===== src/rtl/neuron_train_seq.sv =====
// Training sequencer for one neuron_learn: latches a sample, toggles the trigger, waits SETTLE, captures and scores it.
// Optional early stop (TRAIN_SEQ_EARLY_STOP_EN) freezes learning once an epoch error drops below stop_thresh.
module neuron_train_seq #(
  parameter int N         = 16,
  parameter int SETTLE    = 2,
  parameter int EPOCH_LEN = 8,
  parameter int SCRAMBLE  = 4,
  parameter int ZW        = 8,
  localparam int EW       = ZW + $clog2(EPOCH_LEN + 1)
) (
  input  logic            clk,
  input  logic            rst,
  input  logic            init_req,
  input  logic            learn_en,
  input  logic            s_valid,
  output logic            s_ready,
  input  logic [N*ZW-1:0] s_in,
  input  logic [ZW-1:0]   s_expected,
  output logic            nr_trigger,
  output logic            nr_valid,
  output logic            nr_learn,
  output logic [N*ZW-1:0] nr_in,
  output logic [ZW-1:0]   nr_expected_out,
  input  logic [ZW-1:0]   nr_out,
  output logic            r_valid,
  output logic [ZW-1:0]   r_out,
  output logic [ZW-1:0]   r_err,
  output logic            epoch_done,
  output logic [EW-1:0]   epoch_err,
  output logic [15:0]     epoch_cnt,
`ifdef TRAIN_SEQ_EARLY_STOP_EN
  input  logic [EW-1:0]   stop_thresh,
  output logic            converged,
`endif
  output logic            busy
);

  localparam int SW = $clog2(SETTLE + 1);
  localparam int KW = $clog2(SCRAMBLE + 1);
  localparam int CW = $clog2(EPOCH_LEN + 1);

  typedef enum logic [2:0] {
    ST_IDLE, ST_SCRAMBLE, ST_APPLY, ST_SETTLE, ST_CAPTURE, ST_REPORT
  } state_t;

  state_t            state_q, state_d;
  logic              trig_q, trig_d;
  logic              valid_q, valid_d;
  logic              learn_q, learn_d;
  logic [N*ZW-1:0]   in_q, in_d;
  logic [ZW-1:0]     exp_q, exp_d;
  logic [SW-1:0]     settle_q, settle_d;
  logic [KW-1:0]     scr_q, scr_d;
  logic [CW-1:0]     smp_q, smp_d;
  logic [EW-1:0]     acc_q, acc_d;
  logic              rv_q, rv_d;
  logic [ZW-1:0]     rout_q, rout_d;
  logic [ZW-1:0]     rerr_q, rerr_d;
  logic              ed_q, ed_d;
  logic [EW-1:0]     eerr_q, eerr_d;
  logic [15:0]       ecnt_q, ecnt_d;
  logic              conv_q, conv_d;
  logic [ZW-1:0]     err_c;

  assign err_c = (exp_q >= nr_out) ? (exp_q - nr_out) : (nr_out - exp_q);

  always_comb begin
    state_d  = state_q;
    trig_d   = trig_q;
    valid_d  = valid_q;
    learn_d  = learn_q;
    in_d     = in_q;
    exp_d    = exp_q;
    settle_d = settle_q;
    scr_d    = scr_q;
    smp_d    = smp_q;
    acc_d    = acc_q;
    rv_d     = 1'b0;
    rout_d   = rout_q;
    rerr_d   = rerr_q;
    ed_d     = 1'b0;
    eerr_d   = eerr_q;
    ecnt_d   = ecnt_q;
    conv_d   = conv_q;
    case (state_q)
      ST_IDLE: begin
        if (init_req) begin
          state_d = ST_SCRAMBLE;
          valid_d = 1'b0;
          scr_d   = KW'(SCRAMBLE - 1);
          conv_d  = 1'b0;
        end else if (s_valid) begin
          state_d = ST_APPLY;
          in_d    = s_in;
          exp_d   = s_expected;
          valid_d = 1'b1;
`ifdef TRAIN_SEQ_EARLY_STOP_EN
          learn_d = learn_en & ~conv_q;
`else
          learn_d = learn_en;
`endif
        end
      end
      ST_SCRAMBLE: begin
        trig_d = ~trig_q;
        if (scr_q == '0) state_d = ST_IDLE;
        else             scr_d   = scr_q - KW'(1);
      end
      ST_APPLY: begin
        trig_d   = ~trig_q;
        settle_d = SW'(SETTLE - 1);
        state_d  = (SETTLE == 1) ? ST_CAPTURE : ST_SETTLE;
      end
      ST_SETTLE: begin
        // The APPLY cycle is the first settle cycle, so leave one count early.
        settle_d = settle_q - SW'(1);
        if (settle_q <= SW'(1)) state_d = ST_CAPTURE;
      end
      ST_CAPTURE: begin
        rout_d  = nr_out;
        rerr_d  = err_c;
        rv_d    = 1'b1;
        acc_d   = acc_q + EW'(err_c);
        smp_d   = smp_q + CW'(1);
        state_d = (smp_q == CW'(EPOCH_LEN - 1)) ? ST_REPORT : ST_IDLE;
      end
      ST_REPORT: begin
        eerr_d  = acc_q;
        ed_d    = 1'b1;
        ecnt_d  = ecnt_q + 16'd1;
        acc_d   = '0;
        smp_d   = '0;
`ifdef TRAIN_SEQ_EARLY_STOP_EN
        if (acc_q < stop_thresh) conv_d = 1'b1;
`endif
        state_d = ST_IDLE;
      end
      default: state_d = ST_IDLE;
    endcase
  end

  always_ff @(posedge clk or posedge rst) begin
    if (rst) begin
      state_q  <= ST_IDLE;
      trig_q   <= 1'b0;
      valid_q  <= 1'b0;
      learn_q  <= 1'b0;
      in_q     <= '0;
      exp_q    <= '0;
      settle_q <= '0;
      scr_q    <= '0;
      smp_q    <= '0;
      acc_q    <= '0;
      rv_q     <= 1'b0;
      rout_q   <= '0;
      rerr_q   <= '0;
      ed_q     <= 1'b0;
      eerr_q   <= '0;
      ecnt_q   <= '0;
      conv_q   <= 1'b0;
    end else begin
      state_q  <= state_d;
      trig_q   <= trig_d;
      valid_q  <= valid_d;
      learn_q  <= learn_d;
      in_q     <= in_d;
      exp_q    <= exp_d;
      settle_q <= settle_d;
      scr_q    <= scr_d;
      smp_q    <= smp_d;
      acc_q    <= acc_d;
      rv_q     <= rv_d;
      rout_q   <= rout_d;
      rerr_q   <= rerr_d;
      ed_q     <= ed_d;
      eerr_q   <= eerr_d;
      ecnt_q   <= ecnt_d;
      conv_q   <= conv_d;
    end
  end

  assign s_ready         = (state_q == ST_IDLE) && !init_req;
  assign busy            = (state_q != ST_IDLE);
  assign nr_trigger      = trig_q;
  assign nr_valid        = valid_q;
  assign nr_learn        = learn_q;
  assign nr_in           = in_q;
  assign nr_expected_out = exp_q;
  assign r_valid         = rv_q;
  assign r_out           = rout_q;
  assign r_err           = rerr_q;
  assign epoch_done      = ed_q;
  assign epoch_err       = eerr_q;
  assign epoch_cnt       = ecnt_q;
`ifdef TRAIN_SEQ_EARLY_STOP_EN
  assign converged       = conv_q;
`else
  logic unused_conv;
  assign unused_conv     = conv_q;
`endif

endmodule


===== config.mk =====
export PLATFORM = sky130hd
export DESIGN_NAME = neuron_train_seq
export DESIGN_NICKNAME = d
export VERILOG_FILES = /design/src/rtl/neuron_train_seq.sv
export SDC_FILE = /design/constraint.sdc
export NUM_CORES = 1
export LEC_CHECK = 0
export ABC_AREA = 1
export BUFFER_PORTS_ARGS = -buffer_cell sky130_fd_sc_hd__buf_2
export CORE_MARGIN = 5
export CORE_UTILIZATION = 51
export CTS_CLUSTER_DIAMETER = 50
export DETAILED_ROUTE_END_ITERATION = 10
export GPL_ROUTABILITY_DRIVEN = 0
export HOLD_SLACK_MARGIN = 0.15
export PLACE_DENSITY = 0.93
export RECOVER_POWER = 25
export SLEW_MARGIN = 10
export SYNTH_ARGS = -nofsm -noshare
export SYNTH_HDL_FRONTEND = slang
export SYNTH_SLANG_ARGS = --single-unit

===== constraint.sdc =====
create_clock -name clk -period 14.05 [get_ports clk]
set_input_delay 0.7025 -clock clk [delete_from_list [all_inputs] [get_ports clk]]
set_output_delay 0.7025 -clock clk [all_outputs]
set_load 0.005 [all_outputs]

==> out/results.txt, run 1 <==
Run status -> finished with violations
Failing checks -> max-capacitance violations, max-slew violations
Critical path class -> primary input to asynchronous set/reset pin
Setup slack, reg-to-reg -> 10.75 ns
Reg2Reg Depth -> 19
Final wirelength -> 26,250 µm
Total grt overflow -> 0
Gate count after technology mapping -> 834
Synth Cell Area -> 9319 µm²
Total negative slack -> 0 ns
# rows -> 49
Number of synthesized flops with an enable pin -> 0
Syn. warnings -> 0
Vias post-DR -> 7,353
Syn_nets -> 1,014
Setup Fix Bufs, Post-CTS -> 0
CTS Hold Bufs -> 0
Post-synth cell types -> 32
PortBufs -> 335
Max-capacitance violation count -> 1
Final HPWL DP -> 19,700 µm
Clk buf depth -> 3
Via density per instance -> 5.138
Clock sink count -> 209
Crit Reg-Reg Startpoint -> nr_expected_out[0]
Vias in the first global route -> 7,781
Final nets -> 1,354
Storage cell area -> 5230 µm²
Ys flop type -> dfrtp_1
Cell area power density -> 235.3 nW/µm²
Worst-Skew Late Latency -> 0.51 ns
Critical path origin -> rst
Die area -> 21,080 µm²
Die height -> 145.2 µm
Worst Setup Start Kind -> primary input
Ports -> 336
Reg clk slew, reported paths -> 0.06 ns
Final slew viol count -> 134
Cells on Worst Hold Path -> 2
Crit-path max cell delay -> 3.16 ns
Iteration-0 DRC Markers -> 379
Register area share after synthesis -> 0.5612
Die Span X -> 145.2 µm
Top achievable clock speed -> 216.4 MHz
Drt pass-1 iters -> 4
Gr usage total -> 0.2387
Arrival time at the worst endpoint -> 5.13 ns
Unrepaired setup endpoints after global routing -> false
Most frequent cells in the layout -> 335 x buf_2, 209 x dfrtp_1, 161 x nand2_1
Total power -> 2.818 mW
WL per Instance -> 18.35 µm
Worst-Margin Slew -> 5.683 ns
Setup violators final -> 0
H-Tree Depth -> 1
Starting Density -> 0.5188
Core area -> 17,960 µm²
Area of the multi-input gates -> 3621 µm²
Min-Delay Endpoint -> nr_in[117]
Number of remaining DRC errors -> 0
Highest-delay cell along the critical path -> clkinvlp_2
Worst hold path class -> primary input to flop
Final core occ -> 0.6668
Critical path's top delay family -> buffers and inverters
Cells along the critical path -> buf_2, clkinvlp_2, buf_4
Placed cell count -> 1,377
CTS Buf Count -> 24
Share of cells above drive strength 1 -> 0.4257
Antenna violations before repair -> 14
CP Max Fanout -> 133
Post-CTS sizing -> 0
Commonest non-fill, non-tap cell in the layout -> buf_2
# fillers -> 1,315
Min Clock Period, post-route -> 4.622 ns
Area Overhead vs Synth -> 28.53%
Critical Path End Type -> asynchronous set/reset pin
Clk root buf -> clkbuf_16
Number of non-filler instances in the completed layout -> 1,431
Largest net degree at the start of global routing -> 134
Yosys reg bits -> 209
Min-delay src -> s_in[117]
First-pass GRT wire length -> 41,280 µm
Synth async-reset ratio -> 1.000
Final Hold Viols -> 0
Skew final -> 0.01146 ns
Buf+Inv Stages, Crit Path -> 3
R2R Path End -> acc_q[6]
Lkg Pwr -> 6.492 nW
Worst IR Drop VDD -> 0.1783 mV
TritonCTS clock tree -> done
Slew headroom -> -2.809
Post-route antenna net violation count -> 0
Period utilization -> 0.3290
Data required, critical path -> 14.56 ns
Syn avg cell area -> 11.17 µm²
==> area by class of cell <==
type	count	area share
sequential	209	0.4366
multi-input combinational	511	0.3023
timing repair buffer	338	0.1415
clock buffer	35	0.05954
inverter	90	0.02831
tap	229	0.02392
clock inverter	8	0.005432
antenna	11	0.002298
==> flip-flops by register name (all words and copies together), names as in the netlist <==
signal,count
epoch_err,12
scr_q,3
nr_in,128
smp_q,4
r_out,8
nr_learn,1
acc_q,12
nr_trigger,1
settle_q,2
nr_expected_out,8
r_err,8
epoch_cnt,16
r_valid,1
epoch_done,1
nr_valid,1
state_q,3
==> kinds of logic after synthesis <==
group                    count (synthesis)  share of synthesized area
adder cells (fa/ha/maj)                 31                    0.04404
multiplexers                           130                     0.1692
AND/OR/NAND/NOR                        253                     0.1116
buffers and inverters                  114                    0.05115
XOR/XNOR                                21                    0.01974
flip-flops                             209                     0.5612
AO/OA/AOI/OAI                           76                    0.04310
==> cell usage after synthesis, types with 2 or more instances <==
| master | count | area, µm² |
|---|---|---|
| nor3_1 | 5 | 25.02 |
| a21oi_1 | 29 | 145.1 |
| nor2_1 | 43 | 161.4 |
| xnor2_1 | 11 | 96.34 |
| or2_2 | 2 | 12.51 |
| nand2_1 | 161 | 604.3 |
| mux2_4 | 30 | 450.4 |
| mux2_1 | 5 | 56.30 |
| nand4_1 | 8 | 50.05 |
| o22ai_1 | 2 | 12.51 |
| clkbuf_1 | 9 | 33.78 |
| buf_6 | 5 | 56.30 |
| dfrtp_1 | 209 | 5230 |
| ha_1 | 28 | 350.3 |
| nand3_1 | 31 | 155.2 |
| o21bai_1 | 2 | 15.01 |
| a21o_1 | 2 | 15.01 |
| xor2_1 | 10 | 87.58 |
| o21ai_0 | 38 | 190.2 |
| mux2_2 | 95 | 1070 |
| buf_2 | 9 | 45.04 |
| fa_1 | 3 | 60.06 |
| inv_1 | 88 | 330.3 |
==> worst reg2reg max path: stages, from the launching register on <==
cell and delay [ns]:
dfrtp_1 0.42, inv_1 0.10, ha_1 0.16, inv_1 0.06, fa_1 0.40, nand3_1 0.09, nand2_1 0.11, nand2_1 0.10
nand2_1 0.05, nor2_1 0.31, nand2_1 0.13, nand2_1 0.10, inv_1 0.04, ha_1 0.34, a21o_1 0.22, nor2_1 0.09
nand2_1 0.06, or2_2 0.27, nand3_1 0.07, nand2_1 0.07
==> through the flow <==
step	hold slack, ns	instance area, µm²	worst slack, ns
floorplan	0.4340	9319	7.638
global placement	0.4509	11180	10.53
detailed placement	0.4616	11180	10.45
CTS	0.3908	11960	10.74
global route	0.3982	11980	8.295
finish	0.4045	11980	9.428
==> worst max-delay path by stage <==
stage                           end  slack (ns)  cells after the start
after floorplan            acc_q[0]        7.64                      1
after global placement     acc_q[6]       10.53                     20
after detailed placement   acc_q[6]       10.45                     19
after CTS                  acc_q[6]       10.74                     19
after global routing      nr_in[41]        8.29                      3
final                      nr_in[0]        9.43                      3
==> report_power, final <==
group	total [mW]	leakage, nW	internal (mW)	switching (mW)
clock network	0.603	0.379	0.355	0.247
registers	1.04	2.53	0.871	0.164
logic	1.18	3.58	0.562	0.619
==> routing by layer <==
metal  GRT usage  wire length, µm  up-vias
met1      0.2666             9198     3545
li1            -                -     3417
met2      0.4174            13400      305
met3     0.08326             2511       80
met4     0.09608             1110        6
met5           0               34        -
Power figures use the tool's default switching activity.
==> inputs of run 2 (changes only) <==
--- a/config.mk
+++ b/config.mk
@@ -8,12 +8,12 @@
 export ABC_AREA = 1
 export BUFFER_PORTS_ARGS = -buffer_cell sky130_fd_sc_hd__buf_2
 export CORE_MARGIN = 5
-export CORE_UTILIZATION = 51
+export CORE_UTILIZATION = 50
 export CTS_CLUSTER_DIAMETER = 50
 export DETAILED_ROUTE_END_ITERATION = 10
 export GPL_ROUTABILITY_DRIVEN = 0
 export HOLD_SLACK_MARGIN = 0.15
-export PLACE_DENSITY = 0.93
+export PLACE_DENSITY = 0.91
 export RECOVER_POWER = 25
 export SLEW_MARGIN = 10
 export SYNTH_ARGS = -nofsm -noshare
==> constraint.sdc (replaced) <==
create_clock -name clk -period 4.4 [get_ports clk]
set_input_delay 0.22 -clock clk [delete_from_list [all_inputs] [get_ports clk]]
set_output_delay 0.22 -clock clk [all_outputs]
set_load 0.005 [all_outputs]
==> run 2 against run 1 <==
Effect of this change:
- the run now ends clean
- cell area grew 12%
- count of clock-buffer cells in the layout fell by 2
- core utilization grew 5.6 points
- global-route usage is 5.7 points higher
- register-to-register slack got worse by 9.6 ns
- combinational power rose to 3.3 times the previous value
- critical path type is now flop to flop
- worst setup slack worse by 8.3 ns
==> out/results.txt, run 2 (synthesized netlist as in run 1, its figures left out) <==
Vias in the first global route -> 8,976 (was 7,781)
Via density per instance -> 5.227 (was 5.138)
Run status -> complete, no violations (was finished with violations)
Final nets -> 1,504 (was 1,354)
# fillers -> 1,259 (was 1,315)
Ports -> 336 (unchanged)
Antenna violations before repair -> 14 (unchanged)
Arrival time at the worst endpoint -> 3.62 ns (was 5.13 ns)
Iteration-0 DRC Markers -> 423 (was 379)
Largest net degree at the start of global routing -> 120 (was 134)
Die Span X -> 146.5 µm (was 145.2 µm)
Final slew viol count -> 0 (was 134)
Post-route antenna net violation count -> 0 (unchanged)
Top achievable clock speed -> 309.8 MHz
Period utilization -> 0.7336
Critical path class -> flop to flop (was primary input to asynchronous set/reset pin)
Clk root buf -> clkbuf_16 (unchanged)
Final wirelength -> 32,720 µm (was 26,250 µm)
Setup Fix Bufs, Post-CTS -> 0 (unchanged)
Clock sink count -> 209 (unchanged)
Seq pwr share -> 0.366 (was 0.367)
CP Max Fanout -> 7 (was 133)
Worst-Skew Late Latency -> 0.52 ns (was 0.51 ns)
Pint -> 5.719 mW (was 1.788 mW)
Lkg Pwr -> 6.849 nW (was 6.492 nW)
Core area -> 18,520 µm² (was 17,960 µm²)
Setup violators final -> 0 (unchanged)
Total negative slack -> 0 ns (unchanged)
Gr usage total -> 0.2957 (was 0.2387)
Cell area power density -> 695.0 nW/µm² (was 235.3 nW/µm²)
Final Hold Viols -> 0 (unchanged)
Area Overhead vs Synth -> 43.62% (was 28.53%)
WL per Instance -> 20.59 µm (was 18.35 µm)
Starting Density -> 0.5032 (was 0.5188)
H-Tree Depth -> 1 (unchanged)
Net Sw Frac -> 0.3852 (was 0.3656)
PortBufs -> 335 (unchanged)
Vias post-DR -> 8,305 (was 7,353)
Max reg flops -> 128 (unchanged)
Number of remaining DRC errors -> 0 (unchanged)
TritonCTS clock tree -> done (unchanged)
CTS Buf Count -> 25 (was 24)
Skew final -> 0.01262 ns (was 0.01146 ns)
Slew headroom -> 0.07288 (was -2.809)
Critical Path End Type -> flop (was asynchronous set/reset pin)
Clock share of power -> 0.214 (about the same)
# rows -> 50 (was 49)
Reg clk slew, reported paths -> 0.06 ns (about the same)
Total grt overflow -> 0 (unchanged)
Post-CTS sizing -> 0 (unchanged)
Min Clock Period, post-route -> 3.228 ns
Combinational Power Share -> 0.420 (was 0.419)
First-pass GRT wire length -> 49,660 µm (was 41,280 µm)
Die area -> 21,470 µm² (was 21,080 µm²)
Unrepaired setup endpoints after global routing -> false (unchanged)
Data required, critical path -> 4.79 ns (was 14.56 ns)
Max-capacitance violation count -> 0 (was 1)
Worst-Margin Slew -> 1.383 ns (was 5.683 ns)
Worst hold path class -> flop to flop (was primary input to flop)
Die height -> 146.5 µm (was 145.2 µm)
Commonest non-fill, non-tap cell in the layout -> buf_2 (unchanged)
Worst IR Drop VDD -> 0.4371 mV (was 0.1783 mV)
Final HPWL DP -> 19,660 µm (was 19,700 µm)
Drt pass-1 iters -> 5 (was 4)
Total power -> 9.303 mW (was 2.818 mW)
Worst Setup Start Kind -> flop (was primary input)
Most frequent cells in the layout -> 242 x buf_2, 209 x dfrtp_1, 161 x nand2_1 (was 335 x buf_2, 209 x dfrtp_1, 161 x nand2_1)
Clk buf depth -> 3 (unchanged)
Share of cells above drive strength 1 -> 0.3102 (was 0.4257)
P_sw -> 3.583 mW (was 1.030 mW)
## run 2: changes by cell type in the layout (fill, tap and decap cells not counted), moves of 2 or more
cell / before / now
inv_6: 1 / 3
buf_2: 335 / 242
dlygate4sd3_1: 0 / 148
inv_8: 2 / 0
diode_2: 11 / 14
clkbuf_8: 5 / 3
clkinv_2: 2 / 4
clkbuf_1: 6 / 99
## run 2: timing repair
action | in CTS | in global routing
setup endpoints to repair | 0 | 0
hold buffers | 148 | 0
hold endpoints to repair | 174 | 0
## run 2: final timing paths
kind,startpoint,endpoint,slack [ns],depth (start not counted)
worst max-delay path,nr_expected_out[0],acc_q[6],1.17,20
worst min-delay path,smp_q[3],smp_q[3],0.46,1
worst max register to register,nr_expected_out[0],acc_q[6],1.17,20
worst min register to register,smp_q[3],smp_q[3],0.46,1
max in group asynchronous,rst,nr_in[10],2.41,4
min in group asynchronous,rst,nr_learn,0.58,3
## run 2: worst max-delay path: stages (launching register included)
cell	delay [ns]
dfrtp_1	0.39
inv_1	0.08
ha_1	0.15
inv_1	0.06
fa_1	0.39
nand3_1	0.09
nand2_1	0.10
nand2_1	0.09
nand2_1	0.05
nor2_1	0.32
nand2_1	0.10
nand2_1	0.09
inv_1	0.05
ha_1	0.33
a21oi_1	0.23
nor2_1	0.06
nor2_1	0.08
nand2_1	0.06
or2_2	0.27
nand3_1	0.07
nand2_1	0.07
## run 2: cell type report
type / count / area, µm² / area share
Antenna cell: 14 / 35.03 / 0.002618
Clock buffer: 33 / 685.7 / 0.05123
Clock inverter: 11 / 100.1 / 0.007479
Inverter: 90 / 339.1 / 0.02533
Multi-Input combinational cell: 511 / 3621 / 0.2705
Sequential cell: 209 / 5230 / 0.3908
Tap cell: 234 / 292.8 / 0.02188
Timing Repair Buffer: 487 / 3080 / 0.2302
## run 2: layer usage
layer | up-vias | GRT usage | part of all wire
met2 | 433 | 0.5112 | 0.50
met1 | 3978 | 0.3168 | 0.35
met3 | 169 | 0.09497 | 0.084
met4 | 2 | 0.1745 | 0.069
met5 | - | 0 | 0.00024
li1 | 3723 | - | -
## run 2: per-stage QoR
stage          cells  area (µm²)  hold slack [ns]  setup WS (ns)  utilization
6_report        1589       13380           0.4639          1.172       0.7228
5_1_grt         1589       13380           0.4814         0.8100       0.7228
4_1_cts         1575       13470           0.3450          1.175       0.7275
3_5_place_dp    1383       11200           0.3405          1.189       0.6051
3_3_place_gp    1383       11200           0.3327          1.283       0.6051
2_1_floorplan    834        9323           0.3517          1.466            -
## run 2: power by group through the flow
stage	clock network, mW	registers [mW]	logic (mW)
2_1_floorplan	0	3.30	2.22
3_3_place_gp	0	3.23	3.60
3_5_place_dp	0	3.29	3.74
4_1_cts	1.99	3.29	3.87
5_1_grt	2.11	3.48	4.29
6_report	2.00	3.40	3.90
